File: src/rtl/seq_shared_reg_rr_arbiter.sv
// Shared NBITS register written by one of NREQ requesters per cycle.
// A round-robin pointer picks the writer; owner records who wrote q last.
module seq_shared_reg_rr_arbiter #(
  parameter int NREQ  = 4,
  parameter int NBITS = 8,
  localparam int OW   = (NREQ > 1) ? $clog2(NREQ) : 1
) (
  input  logic                  clk,
  input  logic                  reset,
  input  logic [NREQ-1:0]       req,
  input  logic [NREQ*NBITS-1:0] wdata,
  output logic [NREQ-1:0]       grant,
  output logic [NBITS-1:0]      q,
  output logic                  q_valid,
  output logic [OW-1:0]         owner
);

  logic [OW-1:0]    ptr;
  logic [OW-1:0]    win_idx;
  logic [OW-1:0]    idx;
  logic             win;
  logic [NREQ-1:0]  grant_raw;
  logic [NBITS-1:0] wdata_arr [NREQ];
  int               pos;

  for (genvar i = 0; i < NREQ; i++) begin : g_unpack
    assign wdata_arr[i] = wdata[i*NBITS +: NBITS];
  end

  // Search begins at ptr and wraps, so the requester just served drops to lowest priority.
  always_comb begin
    grant_raw = '0;
    win       = 1'b0;
    win_idx   = '0;
    idx       = '0;
    pos       = 0;
    for (int k = 0; k < NREQ; k++) begin
      pos = int'(ptr) + k;
      if (pos >= NREQ) pos = pos - NREQ;
      idx = OW'(pos);
      if (!win && req[idx]) begin
        win            = 1'b1;
        grant_raw[idx] = 1'b1;
        win_idx        = idx;
      end
    end
  end

  assign grant = reset ? '0 : grant_raw;

  always_ff @(posedge clk or posedge reset) begin
    if (reset) begin
      q       <= '0;
      q_valid <= 1'b0;
      owner   <= '0;
      ptr     <= '0;
    end else if (win) begin
      q       <= wdata_arr[win_idx];
      q_valid <= 1'b1;
      owner   <= win_idx;
      ptr     <= (win_idx == OW'(NREQ - 1)) ? '0 : win_idx + 1'b1;
    end
  end

endmodule

File: config.mk
export PLATFORM = sky130hd
export DESIGN_NAME = seq_shared_reg_rr_arbiter
export DESIGN_NICKNAME = d
export VERILOG_FILES = /design/src/rtl/seq_shared_reg_rr_arbiter.sv
export SDC_FILE = /design/constraint.sdc
export NUM_CORES = 1
export LEC_CHECK = 0
export ABC_AREA = 1
export BUFFER_PORTS_ARGS = -buffer_cell sky130_fd_sc_hd__buf_2
export CORE_UTILIZATION = 44
export CTS_CLUSTER_SIZE = 16
export DETAILED_ROUTE_END_ITERATION = 6
export PLACE_DENSITY_LB_ADDON = 0.15
export SLEW_MARGIN = 15
export SYNTH_ARGS = -nofsm -noshare
export SYNTH_HDL_FRONTEND = slang
export SYNTH_SLANG_ARGS = --single-unit
File: constraint.sdc
create_clock -name clk -period 2.1 [get_ports clk]
set_clock_uncertainty 0.15 [all_clocks]
set_input_delay 0.105 -clock clk [delete_from_list [all_inputs] [get_ports clk]]
set_output_delay 0.105 -clock clk [all_outputs]
set_load 0.02 [all_outputs]
# Yosys cells after proc, flatten, opt, wreduce, memory -nomap -nowiden
# Cells that the tools add are included.
[word_totals] ff_bits=13 input_bits=38 out_inout_bits=15
[op_classes] add_sub_neg=8 n_lt_le_gt_ge=13 eq_ne=1 muxes=37 bitwise_logic=4 reduce_logical=10
[op_table] op="two-way mux 4 bit" n=5
[op_table] op="two-way mux 2 bit" n=9
[op_table] op="binary-select mux 8 bit (select 2 bit)" n=1
[op_table] op="two-way mux 8 bit" n=2
[op_table] op="greater-or-equal comparator 3 bit (second input constant)" n=4
[op_table] op="< comparator 2 x 3 -> 1 bit (second input constant)" n=4
[op_table] op="two-way mux 1 bit" n=12
[op_table] op="bitwise OR 4 bit" n=3
[op_table] op="binary-select mux 1 bit (select 2 bit)" n=4
[op_table] op="demux 1 bit (select 2 bit)" n=4
[op_table] op="greater-or-equal comparator 2 x 1 -> 1 bit (second input constant)" n=4
[op_table] op="subtractor 2 x 1 -> 2 bit (second input constant)" n=4
[op_table] op="logical AND 1 bit" n=7
[op_table] op="adder 2 x 2 -> 3 bit (second input constant)" n=2
[op_table] op="adder 2 x 1 -> 3 bit (second input constant)" n=1
[op_table] op="greater-or-equal comparator 2 x 3 -> 1 bit (second input constant)" n=1
[op_table] op="zero test 1 bit" n=3
[op_table] op="NOT 2 -> 3 bit" n=1
[op_table] op="adder 2 x 1 -> 2 bit (second input constant)" n=1
[op_table] op="== test 2 bit (second input constant)" n=1

# Logic depth before layout (Yosys ltp)
# Gate-level depths: netlist of run 1.
[depth] word_depth=18 mapped_depth=15 ltp_nobuf=14

# Least setup slack after synthesis of run 1
# No wires, ideal clock.
[synth_timing] kind="register -> register" start="register ptr[0]" end="register q[6]" setup_time_ns=0.117 arrival_ns=1.936 setup_slack_ns=-0.103 stages_incl_launch_ff=14 path_cell_list="dfrtp_1 -> inv_2 -> ha_1 -> inv_1 -> nand3_1 -> nand2_2 -> inv_2 -> nor2_4 -> nand2_1 -> nor2_2 -> inv_2 -> or2_0 -> nand2_1 -> nor2_1"
[synth_via] elab_chain_len=18 word_cells_on_any_way=41 cone_classes="add/sub (7); order compare (4); mux (23); bitwise (1); reduce/logical (6)"
[synth_lines] item="start: declaration" line_no="18" source="logic [OW-1:0] ptr;"
[synth_lines] item="start signal: assignment" line_no="61" source="ptr <= (win_idx == OW'(NREQ - 1)) ? '0 : win_idx + 1'b1;"
[synth_lines] item="branches (longest 18 deep; another with adder 2 x 1 -> 3 bit)"
[synth_lines] item="end signal: assignment" line_no="58" source="q <= wdata_arr[win_idx];"
[synth_lines] item="end: declaration" line_no="13" source="output logic [NBITS-1:0] q,"
# Several ways; the timed one is not identified. The select of a mux whose other input is x is not followed.
# A chain may end at the register's enable or synchronous reset.

# Worst setup path in the final report of run 1
# Same ends and word-level chain as after synthesis.

==> run metrics, run 1 <==
GR met3 Demand/Resource approximately 6%; CTS tree yes; reg2reg end q[6]; GRT Overall Usage 29.1%; antenna-violating nets left 0; share of post-route cells with drive strength above 1 a little over two fifths; Worst Path Required approximately 2.1 ns; Slew Limit Fails 0; period utilization 111%; leading cell type in the layout, fill and taps excluded nand2_1; Crit path largest cell delay ~0.44 ns; final WL between 4 and 5 mm; slowest cell on the critical path dfrtp_2; clk_lat worst skew 0.27 ns; CTS Buf Count 3; first-pass GRT wire length ~7.4 mm; core box area approximately 0.0029 mm2; GRT met2 Usage between 40% and 50%; Worst setup SP type flop; hold depth 5; 1st-pass router iterations 7; worst setup margin -0.225 ns; I/O pin cnt 53; hold_sp wdata[1]; drt drc 3; worst-path cell chain inv_4 -> ha_4 -> inv_4 -> buf_4 -> buf_4 -> buf_4 -> buf_4 -> nor2_2 -> a21boi_2 -> nand3_2 -> nor2_4 -> nand3_1 -> nand2_1 -> nor2_1; WHS about 0.018 ns; Vias/cell ~5.2; Post-DP HPWL about 2.7 mm; R2R depth 14; Worst-Margin Slew between 0.2 and 0.3 ns; arrival time at the worst endpoint 2.34 ns; Rows 19; outcome complete, but fails checks; Seq/Total Area, Yosys 23.8%; max_slew headroom 80.4%; gr ovfl total 0; CP Class flop to flop; CP Capture Type flop; Hold Vio Cnt, Final 0; failing checks DRC, setup timing; initial DRC count 123; CTS max path bufs 2; Layout area overhead 65.0%; type of the worst min-delay path primary input to flop; worst-path maximum fanout 6; M1 GR Usage 37.2%; synthesized flop and latch total 13; worst reg-to-reg setup slack -0.22 ns; Synth area leader dfrtp_1; # port buffers 52; most frequent cells in the layout nand2_1 (59), buf_2 (48), inv_1 (33); Synth Net Count about 260; htree depth 1; routed vias approximately 1800; RR Startpoint ptr[0]; largest net degree at the start of global routing 27; die area between 0.003 and 0.004 mm2; Fmax about 430 MHz; Ant. Diodes 0; Synth cell types 28; Yosys top cell area share a little under a quarter; Initial Util a little under half; Worst-path clk slew roughly 0.070 ns; clock root buffer clkbuf_4; RSZ-0062 raised after global routing true; wire per inst about 14 um; maximum capacitance violations 0; GRT busiest layer met2; fin area ~0.0023 mm2; initial antenna violation count 0; Setup Viol. Count Final 14; mapped cell area 0.00137 mm2; Die Width approximately 58 um; vias in the first global route around 1600; Syn Area/Cell 6.54 um2; Post-Synthesis Cells about 210; nets@finish between 300 and 400; worst hold path endpoint q[1]; largest cells by area after synthesis dfrtp_1 (24%), nand2_1 (17%), nand3_1 (11%); most frequent CP cell buf_4; minimum clock period 2.32 ns; yosys warns 0; CTS sink count 13; Die Ht 57.8 um; gpl congestion ~0.89; placed cell area between 0.0015 and 0.002 mm2
[final cells by class]
type	instances	area (um2)
clock buffers	4	26.3
fillers	200	596
inverters	42	170
multi-input cells	151	978
flip-flops and latches	13	328
well taps	31	38.8
repair buffers	99	716
[sequential cells by signal (all words and copies together) (netlist names)]
register,cells
q,8
owner,2
ptr,2
q_valid,1
[synthesized netlist by cell type]
library cell,n
o211ai_1,5
o211ai_2,1
nand3_1,30
inv_2,7
nand4_4,1
or2_1,6
a21oi_1,1
nor2_2,4
nand2_1,62
dfrtp_1,13
or2_0,1
nand3_2,4
buf_6,3
a21oi_2,1
nand2_2,3
a31oi_1,2
nor2_1,6
o221ai_1,1
nand3b_2,1
inv_1,35
o21ai_1,6
buf_2,1
ha_1,8
o21ai_0,1
nor2_4,1
a21boi_1,1
a22oi_1,1
nand2_4,3
[per-stage QoR]
step	util, %	worst slack, ns	TNS [ns]	cells
after floorplan	-	0.00858	0	209
after global placement	63.6	0.0451	0	307
after detailed placement	63.6	0.0125	0	307
after CTS	75.8	-0.110	-0.489	337
after global routing	79.1	-0.315	-3.14	340
final	79.1	-0.225	-1.68	340
[how the worst max path moves through the flow]
stage,end,slack (ns),startpoint,cells past startpoint
floorplan,q[6],0.009,ptr[1],13
global placement,q[6],0.05,ptr[0],13
detailed placement,q[6],0.01,ptr[0],13
CTS,grant[3],-0.11,ptr[0],14
global route,grant[0],-0.32,ptr[0],14
finish,q[6],-0.22,ptr[0],14
[worst max-delay path, delay by kind of cell (launching register included)]
family	cells	cell delay, ns
buf+inv	6	0.53
fa+ha+maj	1	0.21
flops	1	0.44
simple gates	6	0.72
compound gates	1	0.16
[routing by layer]
layer  part of all wire, %  routed length, um
met5                     0                  0
met3                   8.3                400
met1                    42               2020
met4                   2.2                105
met2                    48               2300
[repair_timing]
item                                   in CTS  in global routing
endpoints found under the hold margin      19                  0
hold buffers                               14                  0
gates cloned                                0                  1
setup endpoints to repair                   5                 17
pin swaps                                  10                 17
gates resized for setup                    25                 18
buffers inserted                           12                  2
[cells by family (layout without fill, tap and decap cells)]
family          count (synthesis)  count (layout)  synth area share, %
flops                          13              13                 23.8
simple gates                  122             123                 44.6
fa+ha+maj                       8               8                 7.32
compound gates                 20              20                 9.88
buf+inv                        46             145                 14.4
Power of run 1 is left out: the tool's default activity adds up to more than one toggle a clock period on the data nets, which glitch-free logic cannot reach.
==> inputs of run 2 (changes only) <==
--- a/config.mk
+++ b/config.mk
@@ -10,8 +10,8 @@
 export CORE_UTILIZATION = 44
 export CTS_CLUSTER_SIZE = 16
 export DETAILED_ROUTE_END_ITERATION = 6
-export PLACE_DENSITY_LB_ADDON = 0.15
-export SLEW_MARGIN = 15
+export PLACE_DENSITY = 0.76
+export SKIP_LAST_GASP = 1
 export SYNTH_ARGS = -nofsm -noshare
 export SYNTH_HDL_FRONTEND = slang
 export SYNTH_SLANG_ARGS = --single-unit
==> run 2 against run 1 <==
Compared with the run above:
- the run still ends with DRC, setup timing left
- global-route usage shrank 5.3 points
- clock-buffer cell count is the same
- worst setup slack gained 0.084 ns
- first-iteration DRC count shrank 36%
- critical path depth is the same
- core utilization shrank 6.6 points
- flip-flop and latch count is the same
- die area is the same
- hold slack lost 0.017 ns
- final area shrank 8.3%
- highest routed layer unchanged
==> run metrics, run 2 (synthesis results as in run 1) <==
worst-path maximum fanout 5; Buf/Inv on CP 5; Setup Viol. Count Final 10; htree depth 1; Fmax 446 MHz; multi-input logic area roughly 940 um2; final WL between 4 and 5 mm; max reg flops 8; die area roughly 0.0033 mm2; CTS max path bufs 2; DP Cell Count about 310; post-route insts no fill ~320; Vias/cell about 5.1; # port buffers 52; share of post-route cells with drive strength above 1 41.1%; Filler Cell Count 223; Worst-path clk slew roughly 0.080 ns; type of the worst min-delay path primary input to flop; Crit path depth 14; slowest cell on the critical path dfrtp_2; antenna-violating nets left 0; worst setup margin -0.141 ns; Slew Limit Fails 0; gpl congestion between 0.8 and 0.9; wire per inst 12.5 um; Initial Util roughly 48%; Ant. Diodes 0; core box area about 0.0029 mm2; largest net degree at the start of global routing 18; CP Capture Type flop; Rows 19; maximum capacitance violations 0; Hold Vio Cnt, Final 0; RSZ-0062 raised after global routing true; Worst-Margin Slew just under 0.3 ns; worst-path cell chain inv_4 -> ha_4 -> inv_4 -> nand3_4 -> nand2_4 -> inv_2 -> nor2_4 -> buf_4 -> nand2_1 -> nor2_4 -> inv_2 -> or2_0 -> nand2_1 -> nor2_1; outcome complete, but fails checks; I/O pin cnt 53; most frequent cells in the layout nand2_1 (61), buf_2 (48), inv_1 (33); failing checks DRC, setup timing; Worst setup SP type flop; Most flops, register q; max_slew headroom 80.3%; leading cell type in the layout, fill and taps excluded nand2_1; CP Class flop to flop; gr ovfl total 0; minimum clock period 2.24 ns; CTS Buf Count 3; hold depth 5; period utilization 107%; nets@finish roughly 340; Worst Path Required 2.12 ns; Top delay family on crit path simple AND/OR/NAND/NOR gates; Die Width about 58 um; R2R depth 14; Die Ht between 50 and 60 um; initial antenna violation count 0; largest registers q (8), owner (2), ptr (2); drt drc 4; CTS tree yes; Post-DP HPWL approximately 2.8 mm; FF/Latch Area roughly 330 um2; CTS sink count 13; arrival time at the worst endpoint about 2.3 ns; initial DRC count 79; 1st-pass router iterations 7; routed vias around 1700; vias in the first global route 1464; Layout area overhead 51.3%; GRT Overall Usage between 20% and 30%; first-pass GRT wire length between 6 and 7 mm; clock root buffer clkbuf_4; clk_lat worst skew ~0.28 ns; Crit path largest cell delay roughly 0.45 ns
[run 2: changes by cell type in the layout (fill, tap and decap cells not counted), sizes merged]
| cell | delta |
|---|---|
| buf | -9 |
| dlygate4sd3 | -7 |
| nand2 | -1 |
[run 2: path summary, 6_finish.rpt]
kind,startpoint,endpoint,slack [ns]
worst max-delay path,ptr[0],q[6],-0.14
worst min-delay path,wdata[19],q[3],0.0005
worst max register to register,ptr[0],q[6],-0.14
worst min register to register,q[2],q[2],0.33
max in group asynchronous,reset,ptr[0],1.40
min in group asynchronous,reset,ptr[1],0.21
[run 2: final cells by class]
class	count	share of cell area (%)
flip-flops and latches	13	15.8
clock buffers	4	1.27
repair buffers	83	27.6
inverters	42	7.98
well taps	31	1.87
multi-input cells	150	45.4
[run 2: per-stage QoR]
stage / util [%] / setup TNS, ns / cell area [um2] / hold slack, ns / setup WS (ns)
detailed placement: 63.6 / -0.0582 / 1810 / -0.0338 / -0.0421
floorplan: - / 0 / 1400 / -0.138 / 0.00858
finish: 72.5 / -0.639 / 2070 / 0.000489 / -0.141
global placement: 63.6 / 0 / 1810 / -0.0359 / 0.0135
global route: 72.5 / -1.98 / 2070 / 0.0185 / -0.223
CTS: 71.2 / -0.272 / 2030 / 0.00266 / -0.0700
[run 2: repair_timing]
item	in CTS	in global routing
hold endpoints to repair	18	0
setup endpoints to repair	8	15
gates resized for setup	23	5
pin swaps	11	4
buffers inserted	5	2
hold buffers	7	0
[run 2: worst min-delay path, cell delays in order]
cell	delay [ns]
buf_2	0.08
inv_1	0.03
nand2_1	0.05
o211ai_1	0.07
nand3_1	0.07
[run 2: per-layer routing]
metal,up-vias,track usage [%],wire (um)
met5,-,0,0
met4,0,9.18,78
met3,14,3.57,271
met2,81,41.2,1920
met1,739,30.0,1760
li1,823,-,-
Power of run 2 is left out for the same reason.
==> inputs of run 3 (changes only) <==
--- a/config.mk
+++ b/config.mk
@@ -10,7 +10,7 @@
 export CORE_UTILIZATION = 44
 export CTS_CLUSTER_SIZE = 16
 export DETAILED_ROUTE_END_ITERATION = 6
-export PLACE_DENSITY = 0.76
+export PLACE_DENSITY = 0.79
 export SKIP_LAST_GASP = 1
 export SYNTH_ARGS = -nofsm -noshare
 export SYNTH_HDL_FRONTEND = slang
==> run 3 against run 2 <==
Compared with the run above:
- the flow still finishes with violations (DRC, setup timing)
- die area is the same
- sequential share of layout area shrank 1.5 points
- first-iteration DRC count increased to 2.6 times the previous value
==> run metrics, run 3 (synthesis results as in run 1) <==
gr ovfl total 0; core box area approximately 0.0029 mm2; Post-Route Setup TNS -2.63 ns; CTS Buf Count 3; Fmax 424 MHz; worst-path cell chain inv_4 -> ha_4 -> inv_4 -> nand3_4 -> nand2_4 -> inv_2 -> nor2_4 -> buf_6 -> nand2_4 -> nor2_4 -> inv_2 -> or2_0 -> nand2_1 -> nor2_1; slowest cell on the critical path dfrtp_2; multi-input logic area 0.00102 mm2; RR Startpoint ptr[0]; worst-path maximum fanout 4; CP Launch Point ptr[0]; Post-DP HPWL ~2.8 mm; max_slew headroom around 85%; failing checks DRC, setup timing; Worst setup SP type flop; gpl congestion just over 0.8; Most flops, register q; antenna-violating nets left 0; Die Width about 58 um; clk_lat worst skew 0.28 ns; worst hold path endpoint q[7]; I/O pin cnt 53; first-pass GRT wire length just over 7 mm; share of post-route cells with drive strength above 1 a little under half; Worst-Margin Slew between 0.2 and 0.25 ns; Worst Path Required between 2 and 2.5 ns; arrival time at the worst endpoint between 2 and 2.5 ns; GRT Overall Usage a little over a quarter; R2R depth 14; Crit path largest cell delay 0.44 ns; Ant. Diodes 0; Vias/cell between 5 and 6; CTS tree yes; hold_sp wdata[15]; nets@finish approximately 350; period utilization 112%; clock root buffer clkbuf_4; initial DRC count between 200 and 250; type of the worst min-delay path primary input to flop; CP Capture Type flop; RSZ-0062 raised after global routing true; Layout area overhead 66.6%; drt drc 5; Die Ht between 50 and 60 um; # port buffers 52; Slew Limit Fails 0; CP Class flop to flop; hold depth 4; CTS sink count 13; CTS max path bufs 2; worst setup margin -0.258 ns; largest net degree at the start of global routing 20; Top delay family on crit path simple AND/OR/NAND/NOR gates; Filler Cell Count roughly 170; Worst-path clk slew about 0.08 ns; final WL 5.40 mm; Initial Util between 40% and 50%; max reg flops 8; most frequent cells in the layout nand2_1 (54), buf_2 (48), inv_1 (33); reg2reg end q[6]; initial antenna violation count 0; Rows 19; htree depth 1; leading cell type in the layout, fill and taps excluded nand2_1; wire per inst approximately 16 um; vias in the first global route 1583; FF/Latch Area 328 um2; Buf/Inv on CP 5; die area between 0.003 and 0.004 mm2; maximum capacitance violations 0; outcome complete, but fails checks; Hold Vio Cnt, Final 0; Setup Viol. Count Final 16; worst reg-to-reg setup slack -0.26 ns; 1st-pass router iterations 7; minimum clock period 2.36 ns; routed vias 1837; largest registers q (8), owner (2), ptr (2)
[run 3: cell count changes in the layout (fill, tap and decap cells not counted), moves of 2 or more]
cell,change
buf_6,+8
buf_4,+3
nand2_1,-7
inv_2,-2
nand2_4,+3
inv_4,+2
nand2_2,+5
[run 3: what timing repair did]
| item | 4_1_cts | 5_1_grt |
|---|---|---|
| setup endpoints to repair | 9 | 17 |
| setup buffers | 8 | 9 |
| pin swaps | 12 | 23 |
| hold buffers | 6 | 0 |
| gates resized for setup | 29 | 22 |
| gates cloned | 0 | 3 |
| endpoints found under the hold margin | 18 | 0 |
[run 3: worst max path at each step]
stage	endpoint	slack, ns	cells after the start
4_1_cts	grant[3]	-0.10	14
5_1_grt	q[6]	-0.32	14
6_report	q[6]	-0.26	14
3_5_place_dp	q[6]	-0.04	13
3_3_place_gp	q[6]	0.02	13
2_1_floorplan	q[6]	0.009	13
[run 3: per-stage QoR]
stage	hold WS, ns	worst slack, ns	std cells	utilization [%]	cell area [um2]
after global routing	0.0331	-0.315	336	79.9	2280
after CTS	0.00395	-0.101	324	72.3	2060
after floorplan	-0.138	0.00858	209	-	1400
final	0.0192	-0.258	336	79.9	2280
after detailed placement	-0.0310	-0.0380	306	63.3	1810
after global placement	-0.0341	0.0245	306	63.3	1810
[run 3: cell type report]
class	count	area share [%]
multi-input cells	152	44.6
well taps	31	1.70
inverters	42	7.47
flip-flops and latches	13	14.4
clock buffers	4	1.15
repair buffers	94	30.7
[run 3: layer usage]
metal,wire [um],track usage (%),vias to the layer above
li1,-,-,850
met1,2170,35.5,837
met2,2650,47.5,130
met3,385,2.46,20
met4,191,9.18,0
met5,0,0,-
[run 3: tightest hold or removal path, stage by stage]
cell	delay, ns
buf_2	0.08
or2_1	0.09
nand3_1	0.06
nand3_1	0.08
Power of run 3 is left out for the same reason.
